### config.mk
export PLATFORM = sky130hd
export DESIGN_NAME = clock_set_ctrl
export DESIGN_NICKNAME = d
export VERILOG_FILES = /design/src/rtl/clock_pkg.sv /design/src/rtl/btn_sync_edge.sv /design/src/rtl/clock_set_ctrl.sv
export SDC_FILE = /design/constraint.sdc
export NUM_CORES = 1
export LEC_CHECK = 0
export ABC_AREA = 0
export CAP_MARGIN = 20
export CORE_ASPECT_RATIO = 1.2
export CORE_MARGIN = 1
export CORE_UTILIZATION = 58
export CTS_CLUSTER_DIAMETER = 120
export DETAILED_ROUTE_END_ITERATION = 6
export GPL_ROUTABILITY_DRIVEN = 0
export PLACE_DENSITY = 0.82
export SLEW_MARGIN = 20
export SYNTH_ARGS = -nofsm -noshare
export SYNTH_HDL_FRONTEND = slang
export SYNTH_SLANG_ARGS = --single-unit
### constraint.sdc
create_clock -name kh_clk -period 2.9 [get_ports kh_clk]
set_input_delay 0.58 -clock kh_clk [delete_from_list [all_inputs] [get_ports kh_clk]]
set_output_delay 0.58 -clock kh_clk [all_outputs]
set_load 0.02 [all_outputs]
### src/rtl/clock_pkg.sv
// Shared constants and FSM state type for the clock time-set path.
// Used by the set controller and its bench.
package clock_pkg;

  localparam int HR_W  = 5;
  localparam int MIN_W = 6;

  localparam logic [HR_W-1:0]  HR_MAX_24 = 5'd23;
  localparam logic [HR_W-1:0]  HR_MAX_12 = 5'd11;
  localparam logic [MIN_W-1:0] MIN_MAX   = 6'd59;

  typedef enum logic [1:0] {
    RUN,
    SET_HR,
    SET_MIN,
    COMMIT
  } set_state_e;

  function automatic logic [HR_W-1:0] hr_inc(
    input logic [HR_W-1:0] h,
    input logic [HR_W-1:0] max
  );
    return (h >= max) ? '0 : h + 5'd1;
  endfunction

  function automatic logic [MIN_W-1:0] min_inc(
    input logic [MIN_W-1:0] m
  );
    return (m >= MIN_MAX) ? '0 : m + 6'd1;
  endfunction

endpackage

### src/rtl/btn_sync_edge.sv
// Button conditioner: 2-FF synchronizer, stability debounce,
// one-cycle rising-edge pulse plus the debounced level.
module btn_sync_edge #(
  parameter int DEBOUNCE_MS = 20
) (
  input  logic clk,
  input  logic rst_n,
  input  logic btn,
  output logic lvl,
  output logic pulse
);

  localparam int CW = $clog2(DEBOUNCE_MS + 1);

  logic          s1_q, s2_q;
  logic          lvl_q, lvl_d;
  logic          pulse_q, pulse_d;
  logic [CW-1:0] cnt_q, cnt_d;

  always_comb begin
    cnt_d   = '0;
    lvl_d   = lvl_q;
    pulse_d = 1'b0;
    if (s2_q != lvl_q) begin
      if (cnt_q == CW'(DEBOUNCE_MS - 1)) begin
        lvl_d   = s2_q;
        pulse_d = s2_q;
      end else begin
        cnt_d = cnt_q + CW'(1);
      end
    end
  end

  always_ff @(posedge clk or negedge rst_n) begin
    if (!rst_n) begin
      s1_q    <= 1'b0;
      s2_q    <= 1'b0;
      lvl_q   <= 1'b0;
      pulse_q <= 1'b0;
      cnt_q   <= '0;
    end else begin
      s1_q    <= btn;
      s2_q    <= s1_q;
      lvl_q   <= lvl_d;
      pulse_q <= pulse_d;
      cnt_q   <= cnt_d;
    end
  end

  assign lvl   = lvl_q;
  assign pulse = pulse_q;

endmodule

### src/rtl/clock_set_ctrl.sv
// Two-button time-set controller: freezes the clock counter,
// edits hr/min with auto-repeat, then issues a one-cycle load.
module clock_set_ctrl
  import clock_pkg::*;
#(
  parameter int DEBOUNCE_MS   = 20,
  parameter int REPEAT_DLY_MS = 600,
  parameter int REPEAT_MS     = 150,
  parameter int TIMEOUT_MS    = 10000,
  parameter int BLINK_MS      = 500
) (
  input  logic             kh_clk,
  input  logic             reset,
  input  logic             btn_mode,
  input  logic             btn_inc,
  input  logic             sw_24h,
  input  logic [HR_W-1:0]  cur_hr,
  input  logic [MIN_W-1:0] cur_min,
  output logic             run_en,
  output logic             load,
  output logic [HR_W-1:0]  load_hr,
  output logic [MIN_W-1:0] load_min,
  output logic             hr12_mode,
  output logic [1:0]       blink_sel,
  output logic             blink_on
);

  localparam int RW = $clog2(REPEAT_DLY_MS + 1);
  localparam int IW = $clog2(TIMEOUT_MS + 1);
  localparam int BW = $clog2(BLINK_MS + 1);

  logic mode_p, mode_lvl, inc_p, inc_lvl;

  btn_sync_edge #(.DEBOUNCE_MS(DEBOUNCE_MS)) u_mode (
    .clk   (kh_clk),
    .rst_n (reset),
    .btn   (btn_mode),
    .lvl   (mode_lvl),
    .pulse (mode_p)
  );

  btn_sync_edge #(.DEBOUNCE_MS(DEBOUNCE_MS)) u_inc (
    .clk   (kh_clk),
    .rst_n (reset),
    .btn   (btn_inc),
    .lvl   (inc_lvl),
    .pulse (inc_p)
  );

  set_state_e       state_q, state_d;
  logic [HR_W-1:0]  edit_hr_q, edit_hr_d;
  logic [MIN_W-1:0] edit_min_q, edit_min_d;
  logic [RW-1:0]    rep_q, rep_d;
  logic [IW-1:0]    idle_q, idle_d;
  logic [BW-1:0]    blink_cnt_q, blink_cnt_d;
  logic             sw_s1_q, sw_s2_q, sw_prev_q;
  logic             run_en_q, run_en_d;
  logic             load_q, load_d;
  logic [HR_W-1:0]  load_hr_q, load_hr_d;
  logic [MIN_W-1:0] load_min_q, load_min_d;
  logic             hr12_q;
  logic [1:0]       blink_sel_q, blink_sel_d;
  logic             blink_on_q, blink_on_d;

  logic            rep_tick, inc_ev, editing, timeout, sw_fall;
  logic [HR_W-1:0] hr_max;

  always_comb begin
    state_d     = state_q;
    edit_hr_d   = edit_hr_q;
    edit_min_d  = edit_min_q;
    rep_d       = '0;
    idle_d      = '0;
    blink_cnt_d = '0;
    blink_on_d  = 1'b1;
    load_hr_d   = load_hr_q;
    load_min_d  = load_min_q;

    // Holding mode pauses auto-repeat so the field cannot run on mid-step.
    rep_tick = inc_lvl && !mode_lvl && (rep_q == RW'(REPEAT_DLY_MS));
    if (inc_lvl) begin
      if (rep_q != RW'(REPEAT_DLY_MS)) rep_d = rep_q + RW'(1);
      else if (mode_lvl)               rep_d = rep_q;
      else rep_d = RW'(REPEAT_DLY_MS - REPEAT_MS);
    end

    inc_ev  = inc_p || rep_tick;
    hr_max  = sw_s2_q ? HR_MAX_24 : HR_MAX_12;
    sw_fall = sw_prev_q && !sw_s2_q;
    editing = (state_q == SET_HR) || (state_q == SET_MIN);
    timeout = editing && !mode_p && !inc_ev &&
              (idle_q == IW'(TIMEOUT_MS - 1));
    if (editing && !mode_p && !inc_ev) idle_d = idle_q + IW'(1);

    unique case (state_q)
      RUN: begin
        if (mode_p) begin
          state_d    = SET_HR;
          edit_hr_d  = (cur_hr > HR_MAX_24) ? '0 : cur_hr;
          edit_min_d = (cur_min > MIN_MAX) ? '0 : cur_min;
        end
      end
      SET_HR: begin
        if (mode_p)       state_d   = SET_MIN;
        else if (timeout) state_d   = RUN;
        else if (inc_ev)  edit_hr_d = hr_inc(edit_hr_q, hr_max);
      end
      SET_MIN: begin
        if (mode_p)       state_d    = COMMIT;
        else if (timeout) state_d    = RUN;
        else if (inc_ev)  edit_min_d = min_inc(edit_min_q);
      end
      COMMIT: state_d = RUN;
      default: state_d = RUN;
    endcase

    if (sw_fall && editing && (edit_hr_q > HR_MAX_12))
      edit_hr_d = edit_hr_q - 5'd12;

    run_en_d = (state_d == RUN);
    load_d   = (state_d == COMMIT);
    if (state_d == COMMIT) begin
      load_hr_d  = edit_hr_d;
      load_min_d = edit_min_d;
    end

    unique case (1'b1)
      (state_d == SET_HR):  blink_sel_d = 2'b01;
      (state_d == SET_MIN): blink_sel_d = 2'b10;
      default:              blink_sel_d = 2'b00;
    endcase

    // Blink phase restarts on every SET state entry.
    if ((blink_sel_d != 2'b00) && (state_d == state_q)) begin
      blink_on_d  = blink_on_q;
      blink_cnt_d = blink_cnt_q + BW'(1);
      if (blink_cnt_q == BW'(BLINK_MS - 1)) begin
        blink_cnt_d = '0;
        blink_on_d  = !blink_on_q;
      end
    end
  end

  always_ff @(posedge kh_clk or negedge reset) begin
    if (!reset) begin
      state_q     <= RUN;
      edit_hr_q   <= '0;
      edit_min_q  <= '0;
      rep_q       <= '0;
      idle_q      <= '0;
      blink_cnt_q <= '0;
      sw_s1_q     <= 1'b0;
      sw_s2_q     <= 1'b0;
      sw_prev_q   <= 1'b0;
      run_en_q    <= 1'b1;
      load_q      <= 1'b0;
      load_hr_q   <= '0;
      load_min_q  <= '0;
      hr12_q      <= 1'b0;
      blink_sel_q <= 2'b00;
      blink_on_q  <= 1'b1;
    end else begin
      state_q     <= state_d;
      edit_hr_q   <= edit_hr_d;
      edit_min_q  <= edit_min_d;
      rep_q       <= rep_d;
      idle_q      <= idle_d;
      blink_cnt_q <= blink_cnt_d;
      sw_s1_q     <= sw_24h;
      sw_s2_q     <= sw_s1_q;
      sw_prev_q   <= sw_s2_q;
      run_en_q    <= run_en_d;
      load_q      <= load_d;
      load_hr_q   <= load_hr_d;
      load_min_q  <= load_min_d;
      hr12_q      <= !sw_s2_q;
      blink_sel_q <= blink_sel_d;
      blink_on_q  <= blink_on_d;
    end
  end

  assign run_en    = run_en_q;
  assign load      = load_q;
  assign load_hr   = load_hr_q;
  assign load_min  = load_min_q;
  assign hr12_mode = hr12_q;
  assign blink_sel = blink_sel_q;
  assign blink_on  = blink_on_q;

endmodule

* Yosys cells after proc, flatten, opt, wreduce, memory -nomap -nowiden *
Index checks and enable logic that the tools add are counted.

operators by class
  add/subtract/negate cells = 8
  $lt $le $gt $ge = 5
  eq/ne operators = 17
  multiplexer cells = 38
  reduce and logical (&&, ||, !) cells = 21

operators with widths
  cell                   number
  $mux 5                 12
  $mux 6                 6
  $mux 10                3
  $mux 9                 2
  $add 5x1->5 const B    3
  $add 14x1->14 const B  1
  $eq 14x14->1 const B   1
  $mux 14                1
  $pmux 6 s2             1
  $add 10x1->10 const B  1
  $eq 10x10->1 const B   1
  $eq 5x5->1 const B     2
  $ne 10x10->1 const B   1
  $pmux 5 s2             1
  $add 9x1->9 const B    1
  $eq 9x9->1 const B     1
  $logic_and 1x1->1      9
  $eq 2x2->1 const B     4
  $mux 2                 4
  $pmux 2 s4             1
  $add 6x1->6 const B    1
  $ge 6x6->1 const B     1
  $gt 6x6->1 const B     1
  $mux 1                 6
  other kinds (15)       24

word-level totals
  register bits = 84
  bits of input ports = 16
  output and inout bits = 17

* Logic depth before layout (Yosys ltp) *
Gate-level depths: netlist of the first run.

  depth after elaboration = 15
  gate-level depth with buffers = 14
  depth with buffers taken out = 13

* Hierarchy *
From an unflattened synthesis of the first run, not the netlist that was laid out.

second synthesis, totals
  cell total of the unflattened synthesis = 443
  area, all modules = 4485.6 µm²

modules (own cells, without submodules)
  module          instances  cells each  area an instance (µm²)  seq. area each (µm²)
  clock_set_ctrl  1          385         3712.3                  1654.1
  btn_sync_edge   2          29          386.6                   225.2

* Worst setup path after synthesis of the first run *
Ideal clock, no wire load.

  path kind = flip-flop to flip-flop
  start = register rep_q[0]
  end = register load_min_q[2] (netlist: load_min[2])
  library setup time = 137 ps
  arrival time = 2506 ps
  path slack = 257 ps
  stages on the path, launching flop included = 14
  path buffers = 2
  path through = dfrtp_1 -> inv_1 -> ha_1 -> nor4bb_4 -> a41o_2 -> nor4b_2 -> o21ai_0 -> o211ai_1 -> inv_1 -> ha_1 -> clkbuf_1 -> clkbuf_1 -> nor2_1 -> a21oi_1

on the way
  cells in the longest elaborated chain, start to end = 10

ends and longest elaborated chain
  what                               RTL line                                      source
  from (decl)                        clock_set_ctrl.sv:53                          logic [RW-1:0] rep_q, rep_d;
  from (signal assigned)             clock_set_ctrl.sv:166                         rep_q <= rep_d;
  $eq 10x10->1 *                     clock_set_ctrl.sv:80                          rep_tick = inc_lvl && !mode_lvl && (rep_q == RW'(REPEAT_DLY_MS));
  $logic_and 1x1->1 *                clock_set_ctrl.sv:80
  $logic_or 1x1->1 *                 clock_set_ctrl.sv:87                          inc_ev = inc_p || rep_tick;
  $logic_not 1->1 *                  clock_set_ctrl.sv:91                          timeout = editing && !mode_p && !inc_ev &&
  $logic_and 1x1->1 * (2 in series)  clock_set_ctrl.sv:91
  $mux 2 *                           clock_set_ctrl.sv:105, clock_set_ctrl.sv:110
  $mux 2, on equally long branches   clock_set_ctrl.sv:109, clock_set_ctrl.sv:104
  $pmux 2 s4 *                       clock_set_ctrl.sv:95                          unique case (state_q)
  $eq 2x2->1 *                       --
  via load_d                         clock_set_ctrl.sv:58                          logic load_q, load_d;
  to (signal assigned)               clock_set_ctrl.sv:175                         load_min_q <= load_min_d;
  to (decl)                          clock_set_ctrl.sv:60                          logic [MIN_W-1:0] load_min_q, load_min_d;

The timed path passes the listed nets; every way through them passes the cells marked *.
A chain may end at the register's enable or synchronous reset.

* Worst setup path after layout of the first run *
  start = register rep_q[1]
  end = register blink_cnt_q[4]

on the way
  cells in the longest elaborated chain, start to end = 14

ends and longest elaborated chain
  what                                      RTL line                                      source
  $eq 10x10->1 *                            clock_set_ctrl.sv:80
  $logic_and 1x1->1 *                       clock_set_ctrl.sv:80
  $logic_or 1x1->1 *                        clock_set_ctrl.sv:87
  $logic_not 1->1 *                         clock_set_ctrl.sv:91
  $logic_and 1x1->1 * (2 in series)         clock_set_ctrl.sv:91
  $mux 2 *                                  clock_set_ctrl.sv:105, clock_set_ctrl.sv:110
  $mux 2, on equally long branches          clock_set_ctrl.sv:109, clock_set_ctrl.sv:104
  $pmux 2 s4 *                              clock_set_ctrl.sv:95
  $eq 2x2->1 or $eq 2x1->1 (tied branches)  clock_set_ctrl.sv:129, clock_set_ctrl.sv:128
  $pmux 2 s2                                clock_set_ctrl.sv:127                         unique case (1'b1)
  $reduce_bool 2->1                         clock_set_ctrl.sv:134                         if ((blink_sel_d != 2'b00) && (state_d == state_q)) begin
  $logic_and 1x1->1 *                       clock_set_ctrl.sv:134
  $mux 9 *                                  clock_set_ctrl.sv:134
  via blink_cnt_d[4]                        clock_set_ctrl.sv:55                          logic [BW-1:0] blink_cnt_q, blink_cnt_d;
  to (signal assigned)                      clock_set_ctrl.sv:168                         blink_cnt_q <= blink_cnt_d;
  to (decl)                                 clock_set_ctrl.sv:55

Marked as above.

==> impl_results.md, run 1 <==
- PortBufs: 32
- Async set-or-reset flop fraction in the synthesized netlist: 100%
- Mapped Cells: 434
- # setup viols final: 0
- Reg-to-reg endpoint: blink_cnt_q[4]$_DFF_PN0_
- Startpoint Class: flop
- Placed cell count: 550
- Int Pwr: 1.63 mW
- Cts hold-fix bufs: 0
- Max Slew Vio Count: 0
- Slack of the worst reg-to-reg path: 0.25 ns
- Die Wd: 80.6 um
- CTS Root Cell: clkbuf_8
- WP depth: 13
- Post-synthesis sequential area ratio: 49.0%
- Initial core utilization: 59.4%
- Worst Max-Slew Pin Slew: 0.761 ns
- End point of the critical path: blink_cnt_q[4]$_DFF_PN0_
- Fin. Hold Viols: 0
- Ys Warns: 0
- Largest net degree at the start of global routing: 85
- Remaining DRCs: 0
- Setup crit start: rep_q[1]$_DFFE_PN0P_
- Fraction of layout instances using a drive strength above 1: 9.22%
- Unrepaired setup endpoints after global routing: false
- Worst slew margin: 49.2%
- GR Overflow Total: 0
- Die Area: 7760 um2
- CP max FO: 8
- Detailed placement HPWL: 6140 um
- Outcome: completed
- Per-cell routed wire length: 15.3 um
- IO Count: 33
- P_sw: 457 uW
- Clock share of power: 39.3%
- Sequential power share: 57.1%
- Clock transition at path regs: 0.08 ns
- Yosys reg bits: 84
- Most common cell in the netlist: dfrtp_1
- Via count: 3333
- Sw frac: 21.9%
- # clock sinks: 84
- Vias in the first global route: 3248
- First-pass GRT wire length: 14300 um
- Dpl cell area: 4720 um2
- CP arrival: 2.93 ns
- Clk_lat worst skew: 0.35 ns
- Yosys top cell by area: dfrtp_1
- Crit Path Category: flop to flop
- Post-synth EDFFs: 0
- Post-synth top area share: 47.7%
- H-tree levels: 3
- Pwr dens: 422 nW/um2
- Clock Skews: 0.0117 ns
- Worst hold path class: input pin to asynchronous set/reset pin
- Period minus WS final: 2.65 ns
- WP buf/inv: 2
- Finished Cell Area: 4950 um2
- Finished Layout Cells: 567
- First drt pass iteration count: 5
- Area of the multi-input gates: 2080 um2
- Nets: 509
- Row Count: 34
- Vias per Instance: 5.88
- Fmax achieved: 378 MHz
- Critical-path top delay cell: dfrtp_1
- Max-cap violations: 0
- Top Family by Delay on Critical Path: compound AO/OA/AOI/OAI gates
- Inserted Diodes: 0
- Fillers: 563
- Antenna violations before repair: 0
- Die height: 96.3 um
- CP Cell Sequence: inv_1 -> ha_1 -> nor4bb_4 -> a41o_2 -> nor4b_4 -> o21ai_0 -> o211ai_1 -> inv_1 -> ha_1 -> o211ai_1 -> a21oi_2 -> nand2_4 -> nor2_1
- TritonCTS Buffers: 9
- Top cells by area, synth: dfrtp_1 48%, ha_1 5.8%, nor2_1 5.6%, xnor2_1 3.9%, xor2_1 3.5%
- Synthesized area: 4300 um2
- CTS tree: built
- Area grow syn2layout: 15.2%
- Final setup TNS: 0 ns
- CORE AREA: 7230 um2
- Max stage delay on crit path: 0.40 ns
- Yosys cell types: 57
- Top cells by count, synth: 82 x dfrtp_1, 64 x nor2_1, 31 x nand2_1
- Synth Area per Inst: 9.90 um2
- Starting DRC count in detailed routing: 186
- CP required: 3.19 ns
- Reg2reg path depth: 13
- Sequential cell area: 2110 um2
- Critical Path End Type: flop
- Clock Tree Buf Depth: 2
- Leak: 2.12 nW
- Final wirelength: 8670 um
- Worst IR Drop VDD: 293 uV
- Ys flop type: dfrtp_1
- Gr usage total: 24.2%
- Reg-to-Reg Start: rep_q[1]$_DFFE_PN0P_
- Total power: 2.09 mW
- Syn Nets: 470
- Comb pwr share: 3.6%
- Fin crit share: 91.2%
- Antenna Violating Nets Remaining: 0
## logic make-up (layout without fill, tap and decap cells)
logic type | count (synthesis) | count (layout) | synth area share (%)
AND/OR/NAND/NOR | 182 | 182 | 21.4
buffers and inverters | 33 | 76 | 3.17
adder cells (fa/ha/maj) | 20 | 20 | 5.82
multiplexers | 8 | 8 | 2.01
AO/OA/AOI/OAI | 71 | 71 | 11.3
flip-flops | 84 | 84 | 49.0
XOR/XNOR | 36 | 36 | 7.34
## flip-flops by register name (all words and copies together), names as in the netlist, 2 cells and up
signal / cells
blink_cnt_q: 9
blink_sel: 2
edit_hr_q: 5
edit_min_q: 6
idle_q: 14
load_hr: 5
load_min: 6
rep_q: 10
state_q: 2
u_inc.cnt_q: 5
u_mode.cnt_q: 5
## area by class of cell
type	count	area share, %
Tap cell	90	2.27
Clock buffer	11	2.85
Sequential cell	84	42.5
Multi-Input combinational cell	317	42.0
Timing Repair Buffer	41	7.86
Clock inverter	4	0.985
Inverter	20	1.52
## power groups by stage
stage	sequential (mW)	clock, mW	combinational, mW
2_1_floorplan	1.22	0	0.0239
4_1_cts	1.19	0.841	0.0776
3_3_place_gp	1.22	0	0.0743
6_report	1.19	0.821	0.0760
5_1_grt	1.20	0.889	0.0868
3_5_place_dp	1.22	0	0.0770
## cells in the final DEF, fill, tap and decap left out, drive strengths merged, types with 9 or more instances in the layout
master / instances
clkbuf: 11
ha: 20
nand3: 27
xor2: 17
buf: 10
nand2: 31
o21ai: 17
a31oi: 9
dfrtp: 82
clkdlybuf4s50: 31
xnor2: 19
and2: 10
nand4: 9
a21oi: 10
nor2: 64
inv: 21
## through the flow
stage,hold slack (ns),utilization [%],worst slack [ns]
CTS,0.355,67.9,0.0394
floorplan,0.284,-,0.257
global placement,0.333,65.3,0.179
detailed placement,0.338,65.3,-0.00425
global route,0.330,68.5,0.0184
finish,0.239,68.5,0.255
## routing by layer
metal	GRT usage [%]	up-vias	wire length, um
met5	0	-	0
met4	12.5	0	220
met3	5.21	20	349
met2	41.9	89	4440
met1	28.2	1627	3660
li1	-	1597	-
## worst min path at each step
stage                          endpoint  slack (ns)  cells past startpoint
2_1_floorplan  blink_cnt_q[0]$_DFF_PN0_        0.28                      0
3_3_place_gp       u_inc.s2_q$_DFF_PN0_        0.33                      0
3_5_place_dp      u_mode.s2_q$_DFF_PN0_        0.34                      0
4_1_cts           u_mode.s2_q$_DFF_PN0_        0.36                      0
5_1_grt          load_hr[2]$_DFFE_PN0P_        0.33                      1
6_report         edit_hr_q[3]$_DFF_PN0_        0.24                      1
## what timing repair did
action	4_1_cts	5_1_grt
pin swaps	0	1
buffers inserted	0	2
resized for setup	1	5
gates cloned	0	0
setup endpoints to repair	4	9
(Power assumes the default switching activity.)
==> run 2: changes to the inputs <==
Settings changed: SLEW_MARGIN 20 to 0.
==> run 2 against run 1 <==
  * Final cell count increased by 0.18%
  * Sequential power about the same
  * Routed wire length increased by 0.31%
  * Clock power about the same
  * Count of clock-buffer cells in the layout unchanged
  * Worst setup slack got worse by 0.0082 ns
  * Non-clock buffer count increased by 1
  * Worst hold slack got worse by 0.037 ns
  * First-iteration DRC count decreased by 11%
  * Highest routed layer unchanged
==> impl_results.md, run 2 (synthesis results as in run 1) <==
- Max stage delay on crit path: 0.40 ns (about the same)
- CTS Root Cell: clkbuf_8
- Antenna violations before repair: 0 (unchanged)
- Setup crit start: rep_q[1]$_DFFE_PN0P_
- Inserted Diodes: 0 (unchanged)
- Crit Path Category: flop to flop
- Vias per Instance: 5.87 (-0.15%)
- Max-cap violations: 0 (unchanged)
- Initial core utilization: 59.4% (unchanged)
- Worst IR Drop VDD: 293 uV (about the same)
- Fraction of layout instances using a drive strength above 1: 9.41% (+0.19 points)
- Nets: 510 (+0.20%)
- Via count: 3334 (+0.030%)
- Commonest non-fill, non-tap cells in the layout: 81 x dfrtp_1, 63 x nor2_1, 31 x clkdlybuf4s50_1
- CORE AREA: 7230 um2 (unchanged)
- First drt pass iteration count: 5 (unchanged)
- CP Cell Sequence: inv_1 -> ha_1 -> nor4bb_4 -> a41o_2 -> nor4b_4 -> o21ai_0 -> o211ai_1 -> inv_1 -> ha_1 -> o211ai_1 -> a21oi_2 -> nand2_4 -> nor2_1
- PortBufs: 32 (unchanged)
- TritonCTS Buffers: 9 (unchanged)
- Unrepaired setup endpoints after global routing: false
- Gr usage total: 24.2% (unchanged)
- Outcome: completed
- Vias in the first global route: 3248 (unchanged)
- CP required: 3.19 ns (about the same)
- Largest register by flop count: idle_q
- Fin. Hold Viols: 0 (unchanged)
- Biggest regs: idle_q: 14 flops, rep_q: 10 flops, blink_cnt_q: 9 flops
- Die height: 96.3 um (unchanged)
- Clk_lat worst skew: 0.35 ns (about the same)
- Largest net degree at the start of global routing: 85 (unchanged)
- Reg-to-Reg Start: rep_q[1]$_DFFE_PN0P_
- CTS tree: built
- Worst slew margin: 51.1% (+1.8 points)
- Period minus WS final: 2.65 ns (+0.00818 ns)
- Per-cell routed wire length: 15.3 um (+0.13%)
- First-pass GRT wire length: 14300 um (unchanged)
- Starting DRC count in detailed routing: 165 (-11%)
- Fmax achieved: 377 MHz (-0.31%)
- Dpl cell area: 4720 um2 (unchanged)
- Clock Tree Buf Depth: 2 (unchanged)
- Clock transition at path regs: 0.09 ns (about the same)
- Max Slew Vio Count: 0 (unchanged)
- CP max FO: 8 (unchanged)
- Clock Skews: 0.0135 ns (+0.00177 ns)
- Final setup TNS: 0 ns (unchanged)
- # clock sinks: 84 (unchanged)
- Max reg flops: 14 (unchanged)
- Finished Layout Cells: 568 (+0.18%)
- Remaining DRCs: 0 (unchanged)
- Detailed placement HPWL: 6140 um (unchanged)
- Leak: 2.13 nW (+0.39%)
- Final wirelength: 8700 um (+0.31%)
- Placed cell count: 550 (unchanged)
- Cts hold-fix bufs: 0 (unchanged)
- Total power: 2.10 mW (+0.28%)
- Die Wd: 80.6 um (unchanged)
- Area grow syn2layout: 15.6%
- CP arrival: 2.94 ns (about the same)
- # setup viols final: 0 (unchanged)
- WP buf/inv: 2 (unchanged)
- Most common cell after layout, fill and taps aside: dfrtp_1
- IO Count: 33 (unchanged)
- H-tree levels: 3 (unchanged)
- Pwr dens: 422 nW/um2 (about the same)
- Worst hold path class: input pin to asynchronous set/reset pin
- Finished Cell Area: 4970 um2 (+0.33%)
- Critical-path top delay cell: dfrtp_1
- GR Overflow Total: 0 (unchanged)
- Finished Core Util: 68.7% (+0.22 points)
- Antenna Violating Nets Remaining: 0 (unchanged)
- Top Family by Delay on Critical Path: compound AO/OA/AOI/OAI gates
- Critical Path End Type: flop
- Row Count: 34 (unchanged)
- Fin crit share: 91.5% (+0.28 points)
- Fillers: 562 (-0.18%)
- Startpoint Class: flop
- Die Area: 7760 um2 (unchanged)
- Worst Max-Slew Pin Slew: 0.734 ns (-0.0272 ns)
==> run 2: what timing repair did <==
item	in CTS	in global routing
gates resized for setup	1	5
setup buffers	0	2
endpoints found under the setup margin	4	9
pin swaps	0	1
==> run 2: routing by layer <==
layer,vias up,track usage (%),share of wire (%)
met5,-,0,0
met4,0,12.5,2.1
met2,87,41.9,52
li1,1600,-,-
met1,1627,28.2,42
met3,20,5.21,4.0
==> run 2: power breakdown <==
| group | internal (mW) | total [mW] | switching [mW] |
|---|---|---|---|
| logic | 0.0350 | 0.0788 | 0.0437 |
| registers | 1.18 | 1.19 | 0.0103 |
| clock network | 0.418 | 0.824 | 0.407 |
==> run 2: final cells by class <==
cell class / instances / area, um2 / area share (%)
Sequential cell: 84 / 2110 / 42.4
Multi-Input combinational cell: 317 / 2080 / 41.9
Timing Repair Buffer: 42 / 405 / 8.16
Clock buffer: 11 / 141 / 2.85
Tap cell: 90 / 113 / 2.27
Inverter: 20 / 75.1 / 1.51
Clock inverter: 4 / 48.8 / 0.982
==> run 2: worst paths after layout <==
check                                      endpoint  slack [ns]  cells past startpoint
min reg2reg                   u_mode.s2_q$_DFF_PN0_        0.35                      0
min in group kh_clk           u_mode.s2_q$_DFF_PN0_        0.35                      0
min                          load_hr[3]$_DFFE_PN0P_        0.20                      1
max                        blink_cnt_q[4]$_DFF_PN0_        0.25                     13
max in group asynchronous          run_en$_DFF_PN1_        2.04                      2
max reg2reg                blink_cnt_q[4]$_DFF_PN0_        0.25                     13
==> run 2: per-stage QoR <==
stage / worst slack [ns] / hold slack [ns]
2_1_floorplan: 0.257 / 0.284
3_3_place_gp: 0.179 / 0.333
3_5_place_dp: -0.00425 / 0.338
4_1_cts: 0.0394 / 0.355
5_1_grt: 0.0184 / 0.230
6_report: 0.247 / 0.202
==> run 3: changes to the inputs <==
Settings changed: CORE_MARGIN 1 to 5, PLACE_DENSITY 0.82 to 0.89.
==> run 3 against run 2 <==
  * Total power is 0.21% lower
  * Clock power is 0.5% lower
  * First-iteration DRC count is 130% higher
  * Routed wire length is 9.3% higher
  * Largest cell class unchanged
==> impl_results.md, run 3 (synthesis results as in run 1) <==
- Initial core utilization: 59.4% (unchanged)
- Slack of the worst reg-to-reg path: 0.08 ns (-0.16 ns)
- CP max FO: 6 (-2)
- Antenna Violating Nets Remaining: 0 (unchanged)
- Per-cell routed wire length: 16.7 um (+9.1%)
- Setup crit start: rep_q[0]$_DFFE_PN0P_
- Leak: 2.13 nW (+0.39%)
- Die height: 104 um (+8.3%)
- # clock sinks: 84 (unchanged)
- Vias in the first global route: 3387 (+4.3%)
- Remaining DRCs: 0 (unchanged)
- Cts hold-fix bufs: 0 (unchanged)
- Clk_lat worst skew: 0.35 ns (about the same)
- Fraction of layout instances using a drive strength above 1: 9.81% (+0.40 points)
- Max Slew Vio Count: 0 (unchanged)
- Starting DRC count in detailed routing: 372 (+130%)
- Crit Path Category: flop to flop
- Placed cell count: 553 (+0.55%)
- GR Overflow Total: 0 (unchanged)
- Area grow syn2layout: 16.0%
- Max reg flops: 14 (unchanged)
- TritonCTS Buffers: 9 (unchanged)
- First drt pass iteration count: 5 (unchanged)
- Reg-to-Reg Start: rep_q[0]$_DFFE_PN0P_
- Clock Skews: 0.00780 ns (-0.00571 ns)
- Gr usage total: 21.9% (-2.3 points)
- Outcome: completed
- Max-cap violations: 0 (unchanged)
- Period minus WS final: 2.82 ns (+0.165 ns)
- Critical Path End Type: flop
- Nets: 512 (+0.39%)
- Biggest regs: idle_q: 14 flops, rep_q: 10 flops, blink_cnt_q: 9 flops
- PortBufs: 32 (unchanged)
- Top Layer Used: met4
- Die Wd: 88.6 um (+9.9%)
- Most common cell after layout, fill and taps aside: dfrtp_1
- Largest net degree at the start of global routing: 43 (-49%)
- CTS Root Cell: clkbuf_8
- IO Count: 33 (unchanged)
- Met2 wire len: 4850 um (+8.2%)
- Finished Layout Cells: 569 (+0.18%)
- Met3 WL post-DR: 541 um (+55%)
- Met1 Wirelength: 3910 um (+5.9%)
- Clock transition at path regs: 0.07 ns (-0.02 ns)
- Sequential cell area: 2100 um2 (about the same)
- Fillers: 541 (-3.7%)
- Startpoint Class: flop
- CORE AREA: 7230 um2 (unchanged)
- Final setup TNS: 0 ns (unchanged)
- Commonest non-fill, non-tap cells in the layout: 82 x dfrtp_1, 63 x nor2_1, 31 x clkdlybuf4s50_1
- H-tree levels: 3 (unchanged)
- Via count: 3416 (+2.5%)
- Vias per Instance: 6.00 (+2.3%)
- CTS tree: built
- Antenna violations before repair: 0 (unchanged)
- Final wirelength: 9510 um (+9.3%)
- Area of the multi-input gates: 2100 um2 (+0.84%)
- Clock Tree Buf Depth: 2 (unchanged)
- Fin. Hold Viols: 0 (unchanged)
- # setup viols final: 0 (unchanged)
- CP arrival: 3.11 ns (+0.17 ns)
- First-pass GRT wire length: 15900 um (+12%)
- Die Area: 9240 um2 (+19%)
- Row Count: 34 (unchanged)
- Total power: 2.09 mW (-0.21%)
- Pwr dens: 420 nW/um2 (-0.59%)
- Worst hold path class: input pin to asynchronous set/reset pin
- CP required: 3.19 ns (about the same)
- Fin crit share: 97.2% (+5.7 points)
- Fmax achieved: 355 MHz (-5.9%)
- Inserted Diodes: 0 (unchanged)
- Largest register by flop count: idle_q
- Worst IR Drop VDD: 339 uV (+16%)
- Detailed placement HPWL: 6600 um (+7.5%)
- Worst Max-Slew Pin Slew: 0.548 ns (-0.186 ns)
- Worst slew margin: 63.0% (+12 points)
-- run 3: cell count changes in the layout (fill, tap and decap cells not counted), sizes merged --
cell	previous run	this run
clkbuf	11	12
buf	11	13
clkinv	2	1
inv	21	20
-- run 3: worst paths after layout --
kind | to | cells after the start
worst max-delay path | blink_cnt_q[1]$_DFF_PN0_ | 13
worst min-delay path | sw_s1_q$_DFF_PN0_ | 1
worst max register to register | blink_cnt_q[1]$_DFF_PN0_ | 13
worst min register to register | u_mode.s2_q$_DFF_PN0_ | 0
max in group asynchronous | blink_on$_DFFE_PN1P_ | 2
min in group kh_clk | u_mode.s2_q$_DFF_PN0_ | 0
-- run 3: routing by layer --
metal,track usage (%),vias to the layer above
li1,-,1598
met1,27.4,1673
met5,0,-
met3,5.07,21
met4,8.32,0
met2,36.3,124
-- run 3: critical path, cell delays in order, from the launching register on --
cell	delay, ns
dfrtp_1	0.43
inv_1	0.06
ha_1	0.19
nor4bb_4	0.16
a41o_2	0.30
nor4b_4	0.30
o21ai_1	0.15
o211ai_1	0.16
inv_1	0.15
ha_4	0.29
o211ai_1	0.09
a21oi_2	0.20
buf_4	0.15
and2_1	0.12
-- run 3: final cells by class --
cell class	instances	share of cell area, %
tap	90	2.26
clock inverter	2	0.702
inverter	20	1.51
multi-input combinational	317	42.0
clock buffer	12	3.11
sequential	84	42.2
timing repair buffer	44	8.18
-- run 3: what timing repair did --
| action | 4_1_cts | 5_1_grt |
|---|---|---|
| pin swaps | 0 | 2 |
| hold endpoints to repair | 0 | 0 |
| buffers inserted | 0 | 2 |
| gates resized for setup | 1 | 8 |
| setup endpoints to repair | 1 | 18 |
-- run 3: stage by stage --
stage          worst slack, ns  hold WS (ns)  utilization [%]  instance area (um2)
2_1_floorplan            0.257         0.284                -                 4300
3_3_place_gp             0.202         0.339             65.6                 4740
3_5_place_dp            0.0201         0.340             65.6                 4740
4_1_cts                 0.0228         0.225             68.2                 4930
5_1_grt                -0.0383         0.230             69.0                 4990
6_report                0.0817         0.212             69.0                 4990
-- run 3: where the power goes --
part           switching (mW)  internal [mW]
Sequential             0.0101           1.18
Clock                   0.385          0.435
Combinational          0.0449         0.0338
Total                   0.440           1.65
